### src/rtl/uart_char_receiver_if.sv
// Interface between the UART RX pin and the display character path.
// The master drives the serial line; the slave is the receiver.
interface uart_char_receiver_if;
    logic       i_RX_Serial;
    logic       o_RX_DV;
    logic [7:0] o_RX_Byte;
    logic       o_Frame_Err;
    logic [7:0] o_Char;

    modport master (
        output i_RX_Serial,
        input  o_RX_DV,
        input  o_RX_Byte,
        input  o_Frame_Err,
        input  o_Char
    );

    modport slave (
        input  i_RX_Serial,
        output o_RX_DV,
        output o_RX_Byte,
        output o_Frame_Err,
        output o_Char
    );
endinterface

### src/rtl/uart_char_receiver.sv
// 8N1 UART receiver that also keeps the last printable byte as a display character.
// All outputs are registered; a held-low line after a bad stop bit reports one error.
module uart_char_receiver #(
    parameter int CLKS_PER_BIT = 217
) (
    input  logic                  i_Clk,
    input  logic                  i_Reset,
    uart_char_receiver_if.slave   rx_if
);
    localparam int             CW   = $clog2(CLKS_PER_BIT);
    localparam logic [CW-1:0]  HALF = CW'((CLKS_PER_BIT - 1) / 2);
    localparam logic [CW-1:0]  TERM = CW'(CLKS_PER_BIT - 1);

    typedef enum logic [2:0] {
        S_IDLE    = 3'd0,
        S_START   = 3'd1,
        S_DATA    = 3'd2,
        S_STOP    = 3'd3,
        S_CLEANUP = 3'd4,
        S_BREAK   = 3'd5
    } state_t;

    function automatic logic is_printable(input logic [7:0] b);
        return (b >= 8'h20) && (b <= 8'h7E);
    endfunction

    logic          sync1_q, rx_s_q;
    state_t        state_q, state_d;
    logic [CW-1:0] cnt_q, cnt_d;
    logic [2:0]    idx_q, idx_d;
    logic [7:0]    shift_q, shift_d;
    logic          dv_q, dv_d;
    logic          ferr_q, ferr_d;
    logic [7:0]    byte_q, byte_d;
    logic [7:0]    char_q, char_d;

    // Two-flop synchronizer for the asynchronous serial line (idles high).
    always_ff @(posedge i_Clk) begin
        if (i_Reset) begin
            sync1_q <= 1'b1;
            rx_s_q  <= 1'b1;
        end else begin
            sync1_q <= rx_if.i_RX_Serial;
            rx_s_q  <= sync1_q;
        end
    end

    // State, counters and registered outputs.
    always_ff @(posedge i_Clk) begin
        if (i_Reset) begin
            state_q <= S_IDLE;
            cnt_q   <= {CW{1'b0}};
            idx_q   <= 3'd0;
            shift_q <= 8'h00;
            dv_q    <= 1'b0;
            ferr_q  <= 1'b0;
            byte_q  <= 8'h00;
            char_q  <= 8'h20;
        end else begin
            state_q <= state_d;
            cnt_q   <= cnt_d;
            idx_q   <= idx_d;
            shift_q <= shift_d;
            dv_q    <= dv_d;
            ferr_q  <= ferr_d;
            byte_q  <= byte_d;
            char_q  <= char_d;
        end
    end

    // Next-state and output logic; sample points sit at bit centres.
    always_comb begin
        state_d = state_q;
        cnt_d   = cnt_q;
        idx_d   = idx_q;
        shift_d = shift_q;
        dv_d    = 1'b0;
        ferr_d  = 1'b0;
        byte_d  = byte_q;
        char_d  = char_q;
        case (state_q)
            S_IDLE: begin
                cnt_d = {CW{1'b0}};
                idx_d = 3'd0;
                if (!rx_s_q) state_d = S_START;
                else         state_d = S_IDLE;
            end
            S_START: begin
                if (cnt_q == HALF) begin
                    cnt_d = {CW{1'b0}};
                    // A line that is high again at mid start bit was only a glitch.
                    if (!rx_s_q) state_d = S_DATA;
                    else         state_d = S_IDLE;
                end else begin
                    cnt_d = cnt_q + CW'(1);
                end
            end
            S_DATA: begin
                if (cnt_q == TERM) begin
                    cnt_d          = {CW{1'b0}};
                    shift_d[idx_q] = rx_s_q;
                    if (idx_q == 3'd7) state_d = S_STOP;
                    else               idx_d   = idx_q + 3'd1;
                end else begin
                    cnt_d = cnt_q + CW'(1);
                end
            end
            S_STOP: begin
                if (cnt_q == TERM) begin
                    cnt_d = {CW{1'b0}};
                    if (rx_s_q) begin
                        dv_d    = 1'b1;
                        byte_d  = shift_q;
                        if (is_printable(shift_q)) char_d = shift_q;
                        else                       char_d = char_q;
                        state_d = S_CLEANUP;
                    end else begin
                        ferr_d  = 1'b1;
                        state_d = S_BREAK;
                    end
                end else begin
                    cnt_d = cnt_q + CW'(1);
                end
            end
            S_CLEANUP: begin
                state_d = S_IDLE;
            end
            S_BREAK: begin
                if (rx_s_q) state_d = S_IDLE;
                else        state_d = S_BREAK;
            end
            default: begin
                state_d = S_IDLE;
            end
        endcase
    end

    assign rx_if.o_RX_DV     = dv_q;
    assign rx_if.o_Frame_Err = ferr_q;
    assign rx_if.o_RX_Byte   = byte_q;
    assign rx_if.o_Char      = char_q;
endmodule

### src/flat_wrapper.sv
// flat-port wrapper written by rule: the top's interface ports become plain ports
module uart_char_receiver_flat 
#(
    parameter int CLKS_PER_BIT = 217
)
  (i_Clk, i_Reset, rx_if_i_RX_Serial, rx_if_o_RX_DV, rx_if_o_RX_Byte, rx_if_o_Frame_Err, rx_if_o_Char);
  uart_char_receiver_if rx_if_i ();
  input  logic i_Clk;
  input  logic i_Reset;
  input wire logic [$bits(rx_if_i.i_RX_Serial)-1:0] rx_if_i_RX_Serial;
  output wire logic [$bits(rx_if_i.o_RX_DV)-1:0] rx_if_o_RX_DV;
  output wire logic [$bits(rx_if_i.o_RX_Byte)-1:0] rx_if_o_RX_Byte;
  output wire logic [$bits(rx_if_i.o_Frame_Err)-1:0] rx_if_o_Frame_Err;
  output wire logic [$bits(rx_if_i.o_Char)-1:0] rx_if_o_Char;
  assign rx_if_i.i_RX_Serial = rx_if_i_RX_Serial;
  assign rx_if_o_RX_DV = rx_if_i.o_RX_DV;
  assign rx_if_o_RX_Byte = rx_if_i.o_RX_Byte;
  assign rx_if_o_Frame_Err = rx_if_i.o_Frame_Err;
  assign rx_if_o_Char = rx_if_i.o_Char;
  uart_char_receiver #(.CLKS_PER_BIT(CLKS_PER_BIT)) u_core (.i_Clk(i_Clk), .i_Reset(i_Reset), .rx_if(rx_if_i));
endmodule
### config.mk
export PLATFORM = sky130hd
export DESIGN_NAME = uart_char_receiver_flat
export DESIGN_NICKNAME = d
export VERILOG_FILES = /design/src/rtl/uart_char_receiver_if.sv /design/src/rtl/uart_char_receiver.sv /design/src/flat_wrapper.sv
export SDC_FILE = /design/constraint.sdc
export NUM_CORES = 1
export LEC_CHECK = 0
export BUFFER_PORTS_ARGS = -buffer_cell sky130_fd_sc_hd__clkbuf_2
export CELL_PAD_IN_SITES_DETAIL_PLACEMENT = 1
export CELL_PAD_IN_SITES_GLOBAL_PLACEMENT = 2
export CORE_MARGIN = 10
export CORE_UTILIZATION = 30
export DETAILED_ROUTE_END_ITERATION = 8
export PLACE_DENSITY_LB_ADDON = 0.1
export SLEW_MARGIN = 40
export SYNTH_ARGS = -nofsm -noshare
export SYNTH_HDL_FRONTEND = slang
export SYNTH_SLANG_ARGS = --single-unit
export TNS_END_PERCENT = 5
### constraint.sdc
create_clock -name i_Clk -period 2.9 [get_ports i_Clk]
set_input_delay 0.435 -clock i_Clk [delete_from_list [all_inputs] [get_ports i_Clk]]
set_output_delay 0.435 -clock i_Clk [all_outputs]
set_load 0.05 [all_outputs]
### Word level (Yosys, flattened, before mapping)

Cells that the tools add are included.

* flip-flop bits (word level): 42
* latch bits: 0
* RAM bits: 0
* bits in read-only memories: 0
* memories: 0

* $add $sub $neg: 2
* $mul: 0
* divide/modulo/power cells: 0
* $lt $le $gt $ge: 4
* eq/ne operators: 12
* shifts and indexed selects: 0
* multiplexer cells: 20
* bitwise operators: 2
* reduce and logical (&&, ||, !) cells: 12

Operator list (count)
* $pmux 8 s3: 1
* $mux 3: 7
* $mux 8: 2
* $pmux 3 s5: 1
* $add 8x1->8 const B: 1
* $bwmux 8: 1
* $eq 8x7->1 const B: 1
* $eq 8x8->1 const B: 1
* $ge 8x6->1 const B: 1
* $le 8x7->1 const B: 1
* $ne 2x1->1 const B: 4
* $reduce_and 4->1: 2
* $eq 3x2->1 const B: 2
* $eq 3x3->1 const B: 2
* $pmux 3 s2: 1
* $reduce_and 3->1: 2
* $mux 1: 5
* $lt 3x4->1 const B: 1
* $add 3x1->3 const B: 1
* $demux 1 s3: 1
* $eq 3x1->1 const B: 1
* $ge 3x1->1 const B: 1
* $logic_not 3->1: 1
* $reduce_bool 3->1: 1
* other kinds (8): 10

### Longest topological paths before layout

* word-level depth: 5
* mapped depth: 7
* mapped depth without buffers: 6

### Least setup slack after synthesis

Ideal clock, no wire load.

* kind: reg2reg
* start: reg u_core.cnt_q[0]
* end: reg u_core.state_q[2]
* arrival time: 1561 ps
* slack: 1236 ps
* stages on the path, launching flop included: 8
* buffers on the path: 1
* clock period less this slack: 1664 ps
* cell sequence: dfxtp_1 inv_1 ha_1 and3_1 buf_2 a311oi_2 a311oi_1 a2111oi_2

* cells in the longest elaborated chain, start to end: 3
* elaborated cells between the ends (all ways): 6

Ends and longest elaborated chain
* start, declared: RTL line uart_char_receiver.sv:29 `logic [CW-1:0] cnt_q, cnt_d;`
* start signal, assigned: RTL line uart_char_receiver.sv:52 `cnt_q <= {CW{1'b0}};`
* start signal, assigned: RTL line uart_char_receiver.sv:61 `cnt_q <= cnt_d;`
* $eq 8x8->1 / $eq 8x7->1 (equally long branches): RTL line uart_char_receiver.sv:99, uart_char_receiver.sv:109, uart_char_receiver.sv:89
* $ne 2x1->1 (no line)
* $reduce_and 4->1 (no line) *
* end signal, assigned: RTL line uart_char_receiver.sv:60 `state_q <= state_d;`
* end, declared: RTL line uart_char_receiver.sv:28 `state_t state_q, state_d;`

Mark *: on every way between the ends. The rest lies on a longest branch, timed or not.
A chain may end at the register's enable or synchronous reset.

### Final worst setup path

* start: reg u_core.cnt_q[0]
* end: reg u_core.shift_q[0]

* cells in the longest elaborated chain, start to end: 2

Ends and longest elaborated chain
* $eq 8x8->1: RTL line uart_char_receiver.sv:99 `if (cnt_q == TERM) begin`
* $reduce_and 2->1 (no line)
* end signal, assigned: RTL line uart_char_receiver.sv:63 `shift_q <= shift_d;`
* end, declared: RTL line uart_char_receiver.sv:31 `logic [7:0] shift_q, shift_d;`

Every way passes these cells.

==> impl_results.md <==
- Final Cycle Share: ~65%
- Register area share after synthesis: 42.5%
- CTS root buffer: clkbuf_8
- Post-route insts no fill: slightly above 300
- Pre-antenna DRT Iters: 4
- Placed Area: ~2100 um2
- Die ar.: between 10000 and 15000 um2
- CP max FO: 8
- GP Congestion: ~0.77
- Worst path bufs/invs: 1
- Die width: a little over 100 um
- Post-route cell area: between 2000 and 2500 um2
- Std-Cell Rows: 29
- FF-to-FF path depth: 6
- Post-DP HPWL: between 3 and 4 mm
- DRT met1 WL: around 2.2 mm
- Via Count: between 1500 and 2000
- Slowest stage delay, CP: roughly 0.38 ns
- Htree depth: 2
- Most common cell after layout, fill and taps aside: dfxtp_1
- Power per cell area: around 450 nW/um2
- Placed Instances: 295
- R2R setup slack: a little over 1 ns
- Antenna violations before repair: 0
- Initial core utilization: approximately 31%
- Synthesized flop and latch total: 42
- I/O pin count: 21
- DRT iter0 DRCs: 29
- Max_cap viols: 0
- Final Skew: roughly 0.0088 ns
- Final worst slack: between 1 and 1.5 ns
- Mapped Cells: roughly 210
- Synth cell types: 46
- Final Hold Viols: 0
- Setup violations, final: 0
- Crit path launch type: flip-flop
- Inserted Clock Buffers: 5
- CP Cell Sequence: inv_1 > ha_1 > and3_1 > nand3_1 > o31ai_1 > a21oi_1
- Port Buffers: 20
- Vias per cell: approximately 5.2
- Clock slew at reported path FFs: 0.08 ns
- R2r startpoint: u_core.cnt_q[0]
- Crit path arrival time: between 2 and 2.5 ns
- Post-Syn Area per Cell: about 9.5 um2
- WHS Path Cells: 2
- Lkg Pwr: roughly 0.78 nW
- Reg-to-reg endpoint: u_core.shift_q[0]
- Routed WL: between 5 and 6 mm
- Antenna Cells: 0
- Top layer in use: met4
- HP Start: rx_if_i_RX_Serial
- Drt wl/cell: ~17 um
- Syn Std Cell Area: about 2000 um2
- Total GRT Usage: a little over a tenth
- Post-CTS setup buffer count: 0
- Slew Viols, Final: 0
- Setup TNS: 0 ns
- Syn Nets: roughly 220
- CP Class: reg -> reg
- WL met2: between 2 and 3 mm
- Clk_lat worst skew: 0.30 ns
- Yosys warnings: 0
- Grt total ovfl: 0
- Peak supply drop: between 0.00015 and 0.0002 V
- First-pass GRT wire length: 8.71 mm
- Largest delay share family, worst path: simple AND/OR/NAND/NOR gates
- Largest net degree at the start of global routing: 19
- CP max-delay cell: o31ai_1
- Fmax: 0.534 GHz
- Core ar.: approximately 6400 um2
- RSZ-0062 raised after global routing: false
- Crit path required time: about 3.1 ns
- Type of the tightest min-delay check: in -> reg
- Max Buffers Root-to-Sink: 2
- Post_cts resized: 0
- CP endpoint kind: flip-flop
- Slew at the pin closest to its max-slew limit: around 0.64 ns
- Vias in the first global route: roughly 1700
- Ratio of cells with drive above 1 in the final layout: between 20% and 30%
- Pre-CTS setup slack: ~1 ns
- Final min period: 1.87 ns
- Die Span Y: between 100 and 150 um
- Hold Path End: u_core.sync1_q
- Synthesis-to-finish area growth: 12.4%
- DRT antenna net count: 0
- Clock sink total: 42
- Most frequent cells in the layout: dfxtp_1, nor2_1, nand2_1, clkbuf_2, mux2i_1
- Fin nets: 232
- Post-detailed-route DRC marker count: 0
- Status: completed
- Max_slew headroom: 57.3%
- CTS tree: done
- Met3 wire length: roughly 200 um
- # hold bufs at CTS: 0
-- power breakdown --
group	switching (mW)	internal [mW]
clock	0.212	0.192
sequential	0.00508	0.579
combinational	0.0163	0.00749
total	0.233	0.778
-- cell usage after synthesis (all sizes together) --
master	instances	area share, %
a311oi	2	1.2
and4bb	2	1.5
a22o	2	0.88
a21oi	9	2.3
xor2	4	1.8
nor3	4	1.5
o31ai	4	1.5
nor4	2	1.4
or4	1	0.38
nand4	6	1.9
nand2	20	3.8
a2111oi	1	0.76
and3	2	0.63
mux2	1	0.57
nor2	24	4.5
nand3b	1	0.38
or2	3	0.95
nand3	8	2.3
xnor2	3	1.3
inv	4	0.76
o311ai	2	1.3
nor2b	4	1.3
a211oi	1	0.38
nand4bb	1	1.4
nand4b	7	3.1
a21boi	1	0.38
and2	1	0.32
dfxtp	42	42
mux2i	17	8.6
clkbuf	7	1.3
nand2b	2	1.0
o21ai	8	2.0
buf	6	1.8
ha	4	2.5
nor4b	1	0.44
o211ai	1	1.1
a32oi	1	0.44
-- flip-flops by register name, summed over array words and instances (netlist names) --
register / count
u_core.cnt_q: 8
u_core.rx_if.o_Char: 8
u_core.rx_if.o_RX_Byte: 8
u_core.shift_q: 8
u_core.idx_q: 3
u_core.state_q: 3
u_core.rx_if.o_Frame_Err: 1
u_core.rx_if.o_RX_DV: 1
u_core.rx_s_q: 1
u_core.sync1_q: 1
-- layer usage --
metal	vias to the layer above	track usage (%)
li1	774	-
met1	780	11.7
met2	18	18.5
met3	7	2.72
met4	0	3.86
met5	-	0
-- through the flow --
step	utilization [%]	hold slack (ns)	power, mW
final	34.9	0.319	1.01
after global routing	34.9	0.318	1.05
after CTS	34.9	0.315	1.03
after detailed placement	33.4	0.401	0.621
after global placement	33.4	0.396	0.620
after floorplan	-	0.389	0.613
-- worst register-to-register path, stage by stage (launching register included) --
cell and delay (ns):
dfxtp_1 0.36, inv_1 0.08, ha_1 0.18, and3_1 0.32
nand3_1 0.32, o31ai_1 0.38, a21oi_1 0.11
-- logic make-up after synthesis --
logic type                 synth area share [%]
AOI/OAI and AO/OA                          12.2
xor gates and xnor gates                   3.10
adders and majority gates                  2.53
buffers and inverters                      3.85
DFF                                        42.5
muxes                                      9.16
and+or+nand+nor                            26.7
-- area by class of cell --
| class | instances | area, um2 |
|---|---|---|
| clock buffers | 6 | 82.6 |
| clock inverters | 2 | 12.5 |
| fillers | 751 | 4160 |
| inverters | 4 | 15.0 |
| multi-input cells | 150 | 1060 |
| flip-flops and latches | 42 | 841 |
| well taps | 77 | 96.3 |
| repair buffers | 22 | 115 |
-- worst max path at each step --
stage | slack (ns) | end | from | cells past startpoint
floorplan | 1.24 | u_core.state_q[2] | u_core.cnt_q[0] | 7
global placement | 1.10 | u_core.cnt_q[7] | u_core.cnt_q[0] | 6
detailed placement | 1.0 | u_core.cnt_q[6] | u_core.cnt_q[0] | 6
CTS | 0.98 | u_core.cnt_q[3] | u_core.cnt_q[0] | 6
global route | 0.81 | u_core.cnt_q[6] | u_core.cnt_q[0] | 6
finish | 1.03 | u_core.shift_q[0] | u_core.cnt_q[0] | 6
(Power assumes the default switching activity.)
